**config.mk**
```make
export PLATFORM = sky130hd
export DESIGN_NAME = bomb_controller
export DESIGN_NICKNAME = d
export VERILOG_FILES = /design/src/rtl/bomb_controller_pkg.sv /design/src/rtl/bomb_target_gen.sv /design/src/rtl/bomb_controller.sv
export SDC_FILE = /design/constraint.sdc
export NUM_CORES = 1
export LEC_CHECK = 0
export ABC_AREA = 1
export ABC_CLOCK_PERIOD_IN_PS = 2800
export CAP_MARGIN = 0
export CORE_MARGIN = 8
export CORE_UTILIZATION = 55
export DETAILED_ROUTE_END_ITERATION = 10
export MAX_ROUTING_LAYER = met4
export PLACE_DENSITY = 0.93
export SKIP_CTS_REPAIR_TIMING = 1
export SYNTH_ARGS = -nofsm -noshare
export SYNTH_HDL_FRONTEND = slang
export SYNTH_SLANG_ARGS = --single-unit
export TNS_END_PERCENT = 1
```
**constraint.sdc**
```tcl
create_clock -name clk -period 2.8 [get_ports clk]
set_input_delay 0.42 -clock clk [delete_from_list [all_inputs] [get_ports clk]]
set_output_delay 0.42 -clock clk [all_outputs]
set_load 0.05 [all_outputs]
```
**src/rtl/bomb_controller_pkg.sv**
```systemverilog
// Shared arena geometry, FSM state encoding and direction encoding for the bomb logic.
// Placement offsets are derived from the arena origin and the sprite hitbox.
package bomb_controller_pkg;

    localparam int ARENA_X0   = 48;
    localparam int ARENA_Y0   = 32;
    localparam int TILE       = 16;
    localparam int TILE_SHIFT = 4;
    localparam int COLS       = 33;
    localparam int ROWS       = 26;
    localparam int HITBOX_OFS = 9;

    // Hitbox centre relative to the arena origin: x_b + 8 - 48, y_b + 9 + 8 - 32
    localparam int PLACE_X_OFS = ARENA_X0 - TILE / 2;
    localparam int PLACE_Y_OFS = ARENA_Y0 - HITBOX_OFS - TILE / 2;

    localparam int ARENA_W = COLS * TILE;
    localparam int ARENA_H = ROWS * TILE;

    typedef enum logic [1:0] {
        ST_IDLE    = 2'd0,
        ST_FUSE    = 2'd1,
        ST_CLEAR   = 2'd2,
        ST_EXPLODE = 2'd3
    } state_t;

    typedef enum logic [1:0] {
        DIR_U = 2'd0,
        DIR_R = 2'd1,
        DIR_D = 2'd2,
        DIR_L = 2'd3
    } dir_t;

    function automatic logic is_pillar(input logic [5:0] col, input logic [4:0] row);
        return col[0] & row[0];
    endfunction

endpackage

```
**src/rtl/bomb_target_gen.sv**
```systemverilog
// Maps the bomb tile and a direction to the neighbouring target tile and its validity.
// Purely combinational; out-of-arena (including wrap below zero) and pillar tiles are invalid.
module bomb_target_gen
    import bomb_controller_pkg::*;
(
    input  logic [5:0] bomb_col,
    input  logic [4:0] bomb_row,
    input  dir_t       dir,
    output logic [5:0] tgt_col,
    output logic [4:0] tgt_row,
    output logic       tgt_vld
);

    logic [6:0] dc;
    logic [5:0] dr;
    logic [6:0] tc;
    logic [5:0] tr;

    // One extra bit on each axis so that 0 - 1 lands far outside the arena
    always_comb begin
        dc = 7'd0;
        dr = 6'd0;
        case (dir)
            DIR_U:   dr = 6'h3F;
            DIR_R:   dc = 7'd1;
            DIR_D:   dr = 6'd1;
            DIR_L:   dc = 7'h7F;
            default: ;
        endcase
        tc = {1'b0, bomb_col} + dc;
        tr = {1'b0, bomb_row} + dr;
    end

    assign tgt_col = tc[5:0];
    assign tgt_row = tr[4:0];
    assign tgt_vld = (tc < 7'(COLS)) && (tr < 6'(ROWS)) && !is_pillar(tgt_col, tgt_row);

endmodule

```
**src/rtl/bomb_controller.sv**
```systemverilog
// Single-bomb controller: place on A edge, fuse, clear four arm tiles via req/ack, explode.
// Each arm clear holds clr_req and coordinates until clr_ack; reset abandons a pending request.
module bomb_controller
    import bomb_controller_pkg::*;
#(
    parameter int FUSE_MAX = 150000000,
    parameter int EXP_MAX  = 50000000
) (
    input  logic       clk,
    input  logic       reset,
    input  logic [9:0] x,
    input  logic [9:0] y,
    input  logic [9:0] x_b,
    input  logic [9:0] y_b,
    input  logic       A,
    input  logic       gameover,
    input  logic       clr_ack,
    output logic       clr_req,
    output logic [5:0] clr_col,
    output logic [4:0] clr_row,
    output logic       bomb_active,
    output logic       exp_active,
    output logic [5:0] bomb_col,
    output logic [4:0] bomb_row,
    output logic       bomb_on,
    output logic       exp_on
);

    localparam logic [27:0] FUSE_LAST = 28'(FUSE_MAX - 1);
    localparam logic [27:0] EXP_LAST  = 28'(EXP_MAX - 1);

    state_t      state, state_nxt;
    dir_t        dir;
    logic [27:0] timer;
    logic        a_q;
    logic [3:0]  arm_vld;

    logic        a_edge;
    logic        place, timer_clr, timer_inc, dir_clr, dir_adv, req_set, req_clr, vld_wr;

    logic [5:0]  tgt_col;
    logic [4:0]  tgt_row;
    logic        tgt_vld;

    bomb_target_gen u_target_gen (
        .bomb_col (bomb_col),
        .bomb_row (bomb_row),
        .dir      (dir),
        .tgt_col  (tgt_col),
        .tgt_row  (tgt_row),
        .tgt_vld  (tgt_vld)
    );

    assign a_edge = A & ~a_q;

    always_ff @(posedge clk) begin
        if (!reset) begin
            state <= ST_IDLE;
        end else begin
            state <= state_nxt;
        end
    end

    always_comb begin
        state_nxt = state;
        place     = 1'b0;
        timer_clr = 1'b0;
        timer_inc = 1'b0;
        dir_clr   = 1'b0;
        dir_adv   = 1'b0;
        req_set   = 1'b0;
        req_clr   = 1'b0;
        vld_wr    = 1'b0;
        case (state)
            ST_IDLE: begin
                if (a_edge && !gameover) begin
                    state_nxt = ST_FUSE;
                    place     = 1'b1;
                    timer_clr = 1'b1;
                end
            end
            ST_FUSE: begin
                if (timer == FUSE_LAST) begin
                    state_nxt = ST_CLEAR;
                    timer_clr = 1'b1;
                    dir_clr   = 1'b1;
                end else begin
                    timer_inc = 1'b1;
                end
            end
            ST_CLEAR: begin
                // Idle request slot: evaluate the current direction; otherwise wait for ack
                if (!clr_req) begin
                    vld_wr = 1'b1;
                    if (tgt_vld) begin
                        req_set = 1'b1;
                    end else begin
                        dir_adv = 1'b1;
                    end
                end else if (clr_ack) begin
                    req_clr = 1'b1;
                    dir_adv = 1'b1;
                end
                if (dir_adv && dir == DIR_L) begin
                    state_nxt = ST_EXPLODE;
                    timer_clr = 1'b1;
                end
            end
            ST_EXPLODE: begin
                if (timer == EXP_LAST) begin
                    state_nxt = ST_IDLE;
                end else begin
                    timer_inc = 1'b1;
                end
            end
            default: state_nxt = ST_IDLE;
        endcase
    end

    always_ff @(posedge clk) begin
        if (!reset) begin
            a_q      <= 1'b0;
            timer    <= 28'd0;
            dir      <= DIR_U;
            arm_vld  <= 4'd0;
            clr_req  <= 1'b0;
            clr_col  <= 6'd0;
            clr_row  <= 5'd0;
            bomb_col <= 6'd0;
            bomb_row <= 5'd0;
        end else begin
            a_q <= A;
            if (place) begin
                bomb_col <= 6'((x_b - 10'(PLACE_X_OFS)) >> TILE_SHIFT);
                bomb_row <= 5'((y_b - 10'(PLACE_Y_OFS)) >> TILE_SHIFT);
            end
            if (timer_clr) begin
                timer <= 28'd0;
            end else if (timer_inc) begin
                timer <= timer + 28'd1;
            end
            if (dir_clr) begin
                dir <= DIR_U;
            end else if (dir_adv) begin
                dir <= dir_t'(dir + 2'd1);
            end
            if (vld_wr) begin
                arm_vld[dir] <= tgt_vld;
            end
            if (req_set) begin
                clr_req <= 1'b1;
                clr_col <= tgt_col;
                clr_row <= tgt_row;
            end else if (req_clr) begin
                clr_req <= 1'b0;
            end
        end
    end

    assign bomb_active = (state == ST_FUSE);
    assign exp_active  = (state == ST_CLEAR) || (state == ST_EXPLODE);

    // Pixel -> arena tile; row kept at 6 bits so the neighbour compares cannot wrap
    logic [9:0] dx, dy;
    logic       pix_in;
    logic [5:0] pix_col;
    logic [5:0] pix_row;
    logic       same_col, same_row, in_bomb, in_up, in_right, in_down, in_left;

    assign dx       = x - 10'(ARENA_X0);
    assign dy       = y - 10'(ARENA_Y0);
    assign pix_in   = (x >= 10'(ARENA_X0)) && (dx < 10'(ARENA_W)) &&
                      (y >= 10'(ARENA_Y0)) && (dy < 10'(ARENA_H));
    assign pix_col  = dx[9:4];
    assign pix_row  = dy[9:4];

    assign same_col = (pix_col == bomb_col);
    assign same_row = (pix_row == {1'b0, bomb_row});
    assign in_bomb  = same_col && same_row;
    assign in_up    = arm_vld[DIR_U] && same_col && (pix_row + 6'd1 == {1'b0, bomb_row});
    assign in_down  = arm_vld[DIR_D] && same_col && (pix_row == {1'b0, bomb_row} + 6'd1);
    assign in_right = arm_vld[DIR_R] && same_row && ({1'b0, pix_col} == {1'b0, bomb_col} + 7'd1);
    assign in_left  = arm_vld[DIR_L] && same_row && ({1'b0, pix_col} + 7'd1 == {1'b0, bomb_col});

    assign bomb_on = bomb_active && pix_in && in_bomb;
    assign exp_on  = (state == ST_EXPLODE) && pix_in &&
                     (in_bomb || in_up || in_down || in_right || in_left);

endmodule
```
==> out/qor.csv <==
stage;metric;value;unit
status;run status;complete, no violations;
place;port bufs;63;
drt;WL final;13500;microns
sta;final setup vio count;0;
layout;area grow syn2layout;29.5;%
logic_synthesis;Seq/Total Area, Yosys;25.2;%
sta;period utilization;97.5;%
setup_path;cells along the critical path;clkbuf_2, buf_6, nor2_1, nand2_1, or2_4, nand2_4, nand4_1, xnor2_1, nand3_1, o21ai_1, nand2_1, nand2_1, nand3_2, nor2_4, buf_12;
sta;Fmax achieved;0.366;GHz
setup_path;CP Capture Type;primary output;
cts;worst-skew pair later-pin latency;360;ps
logic_synthesis;Avg Inst Size Synth;6.32;sq um
logic_synthesis;Yosys warning total;0;
layout;diodes inserted;0;
cts;clock tree buffer depth;2;
sta;relative slew slack;50.7;%
logic_synthesis;syn_nets;824;
global_route;antenna violations before repair;0;
die;Core Region;8550;sq um
place;hpwl dp;9490;microns
setup_path;Crit Path Class;in -> out;
logic_synthesis;Post-Syn Area;4760;sq um
cts;Reg clk slew, reported paths;80;ps
cts;htree depth;3;
hold_path;HP Class;reg -> reg;
logic_synthesis;Post-synth EDFFs;0;
global_route;largest net degree at the start of global routing;30;
die;IO Pins;72;
power_and_ir_drop;overall power;3.71;mW
global_route;number of global-route vias before repair;4731;
global_route;gr ovfl total;0;
sta;Final Hold Vio Count;0;
layout;filler cell count;613;
cts;clock sink count;60;
die;initial core utilization;55.7;%
cts;CTS tree;built;
sta;clock skew;13.9;ps
logic_synthesis;asr flop ratio synth;0;%
drt;vias per cell;5.41;
logic_synthesis;Yosys top cell by area;dfxtp_1;
die;die height;109;microns
global_route;wire length of the first global-routing pass;20900;microns
setup_path;most frequent CP cell;nand2_1;
logic_synthesis;cells after synthesis;754;
drt;DRC;0;
power_and_ir_drop;Leak;2.65;nW
die;Rows;34;
drt;Vias;5184;
logic_synthesis;Netlist cell types;41;
setup_path;slowest stage cell, crit path;or2_4;
layout;share of layout cells above drive strength 1;13.9;%
power_and_ir_drop;peak supply drop;0.569;mV
flow_run;Max Cap Viol;0;
setup_path;Worst Path Max Fanout;4;
sta;worst slew pin tran;737;ps
cts;root cell of the clock tree;clkbuf_8;
cts;TritonCTS Buffers;9;
logic_synthesis;flops & latches, synth;60;
sta;post-route worst setup slack;70.9;ps
logic_synthesis;ys flop type;dfxtp_1;
sta;Final Max Tran Viols;0;
sta;post-layout minimum cycle time;2730;ps
power_and_ir_drop;PwrDens;602;nW/um^2
die;total die area;11900;sq um
drt;DR pass1 iterations;6;
logic_synthesis;Synth top area share;25.2;%
sta;RSZ-0062 raised after global routing;yes;
place;dpl ws;-416;ps
setup_path;Worst Setup Start Kind;input pin;
die;Horiz. Die Dim;109;microns
place;placer congestion estimate;0.953;
setup_path;slowest cell delay on critical path;270;ps
setup_path;CP Data Required Time;2380;ps
drt;Starting DRT DRC Count;376;
global_route;GR Util All Layers;22.3;%
logic_synthesis;synth top area cells;dfxtp_1, nand2_1, inv_1, xor2_1, ha_1;
setup_path;WP data arrival;2310;ps
drt;post-DR wirelength/cell;14.1;microns
layout;nets;915;
drt;antenna viol nets, final;0;
-- final cells by class --
cell class | instances | area, sq um | area share (%)
multi-input cells | 543 | 3210 | 52.0
flip-flops and latches | 60 | 1210 | 19.7
repair buffers | 95 | 916 | 14.8
inverters | 136 | 513 | 8.32
well taps | 108 | 135 | 2.19
clock buffers | 9 | 124 | 2.01
clock inverters | 7 | 58.8 | 0.953
-- flip-flops by register name, summed over array words and instances, names as in the netlist --
signal	flops
clr_req	1
state	2
clr_col	6
timer	28
clr_row	5
bomb_col	6
arm_vld	4
a_q	1
dir	2
bomb_row	5
-- cell usage in the layout, fill, tap and decap left out, types with 3 or more instances in the layout --
cell / netlist / layout
inv_6: 0 / 3
a31oi_1: 4 / 4
inv_1: 135 / 132
nor4_1: 10 / 10
xor2_2: 0 / 4
a21oi_1: 29 / 29
nor2_2: 14 / 22
o21ai_0: 50 / 47
nand3_1: 37 / 35
nor2_1: 76 / 67
nand4_1: 16 / 16
a211oi_1: 4 / 3
ha_4: 0 / 5
buf_4: 2 / 30
nand3_2: 2 / 4
o21ai_1: 2 / 4
clkbuf_8: 0 / 9
dfxtp_1: 60 / 55
nor3_2: 0 / 3
nor3_1: 21 / 18
nand2_1: 170 / 168
ha_1: 25 / 20
inv_2: 1 / 3
dlymetal6s2s_1: 0 / 9
xor2_1: 43 / 37
o211ai_1: 4 / 4
o21bai_1: 3 / 3
dfxtp_2: 0 / 3
clkdlybuf4s50_1: 0 / 51
xnor2_1: 13 / 11
-- stage by stage --
| step | area [sq um] | setup TNS, ps | utilization [%] | hold WS (ps) | std cells |
|---|---|---|---|---|---|
| after floorplan | 4770 | 0 | - | 496 | 754 |
| after global placement | 5650 | -578 | 66.1 | 450 | 935 |
| after detailed placement | 5650 | -745 | 66.1 | 443 | 935 |
| after CTS | 5830 | -761 | 68.2 | 464 | 951 |
| after global routing | 6170 | -131 | 72.1 | 484 | 958 |
| final | 6170 | 0 | 72.1 | 472 | 958 |
-- report_power, final --
group / switching [mW] / leakage, nW / internal, mW
sequential: 0.114 / 0.489 / 0.955
clock: 0.412 / 0.0868 / 0.333
combinational: 1.21 / 2.07 / 0.690
-- layer usage --
| metal | global-route usage (%) | part of all wire [%] |
|---|---|---|
| met5 | - | 0 |
| met4 | 8.80 | 3.3 |
| met3 | 5.02 | 7.1 |
| met2 | 38.0 | 49 |
| met1 | 24.6 | 40 |
-- critical path: cells and delay by family --
kind,cells,cell delay (ps)
AND/OR/NAND/NOR,10,1170
buffers and inverters,3,380
XOR/XNOR,1,180
AO/OA/AOI/OAI,1,150
-- cells in the mapped netlist, types with 2 or more instances --
| master | instances |
|---|---|
| o21bai_1 | 3 |
| nand2_2 | 2 |
| dfxtp_1 | 60 |
| o21ai_1 | 2 |
| o211ai_1 | 4 |
| xor2_1 | 43 |
| nor2_1 | 76 |
| nor3_1 | 21 |
| nor2_2 | 14 |
| buf_6 | 4 |
| nand2_1 | 170 |
| nand3_2 | 2 |
| nand3b_1 | 2 |
| ha_1 | 25 |
| o21ai_0 | 50 |
| clkbuf_1 | 7 |
| buf_2 | 2 |
| a21oi_1 | 29 |
| buf_4 | 2 |
| nand3_1 | 37 |
| a211oi_1 | 4 |
| inv_1 | 135 |
| xnor2_1 | 13 |
| a31oi_1 | 4 |
| or2_2 | 3 |
| nand4_1 | 16 |
| nor4_1 | 10 |
-- worst paths after layout --
check        startpoint    endpoint  slack (ps)  cells past startpoint
max                y[5]      exp_on          70                     15
min          clr_col[5]  clr_col[5]         470                      2
max reg2reg      dir[1]   timer[16]         200                     19
min reg2reg  clr_col[5]  clr_col[5]         470                      2
-- kinds of logic (layout without fill, tap and decap cells) --
group | count (synthesis) | in the layout | synth area share (%)
XOR/XNOR | 56 | 56 | 10.3
flip-flops | 60 | 60 | 25.2
adder cells (fa/ha/maj) | 25 | 25 | 6.57
AND/OR/NAND/NOR | 359 | 360 | 33.3
AO/OA/AOI/OAI | 102 | 102 | 11.8
buffers and inverters | 152 | 247 | 12.8
Power figures use the tool's default switching activity.
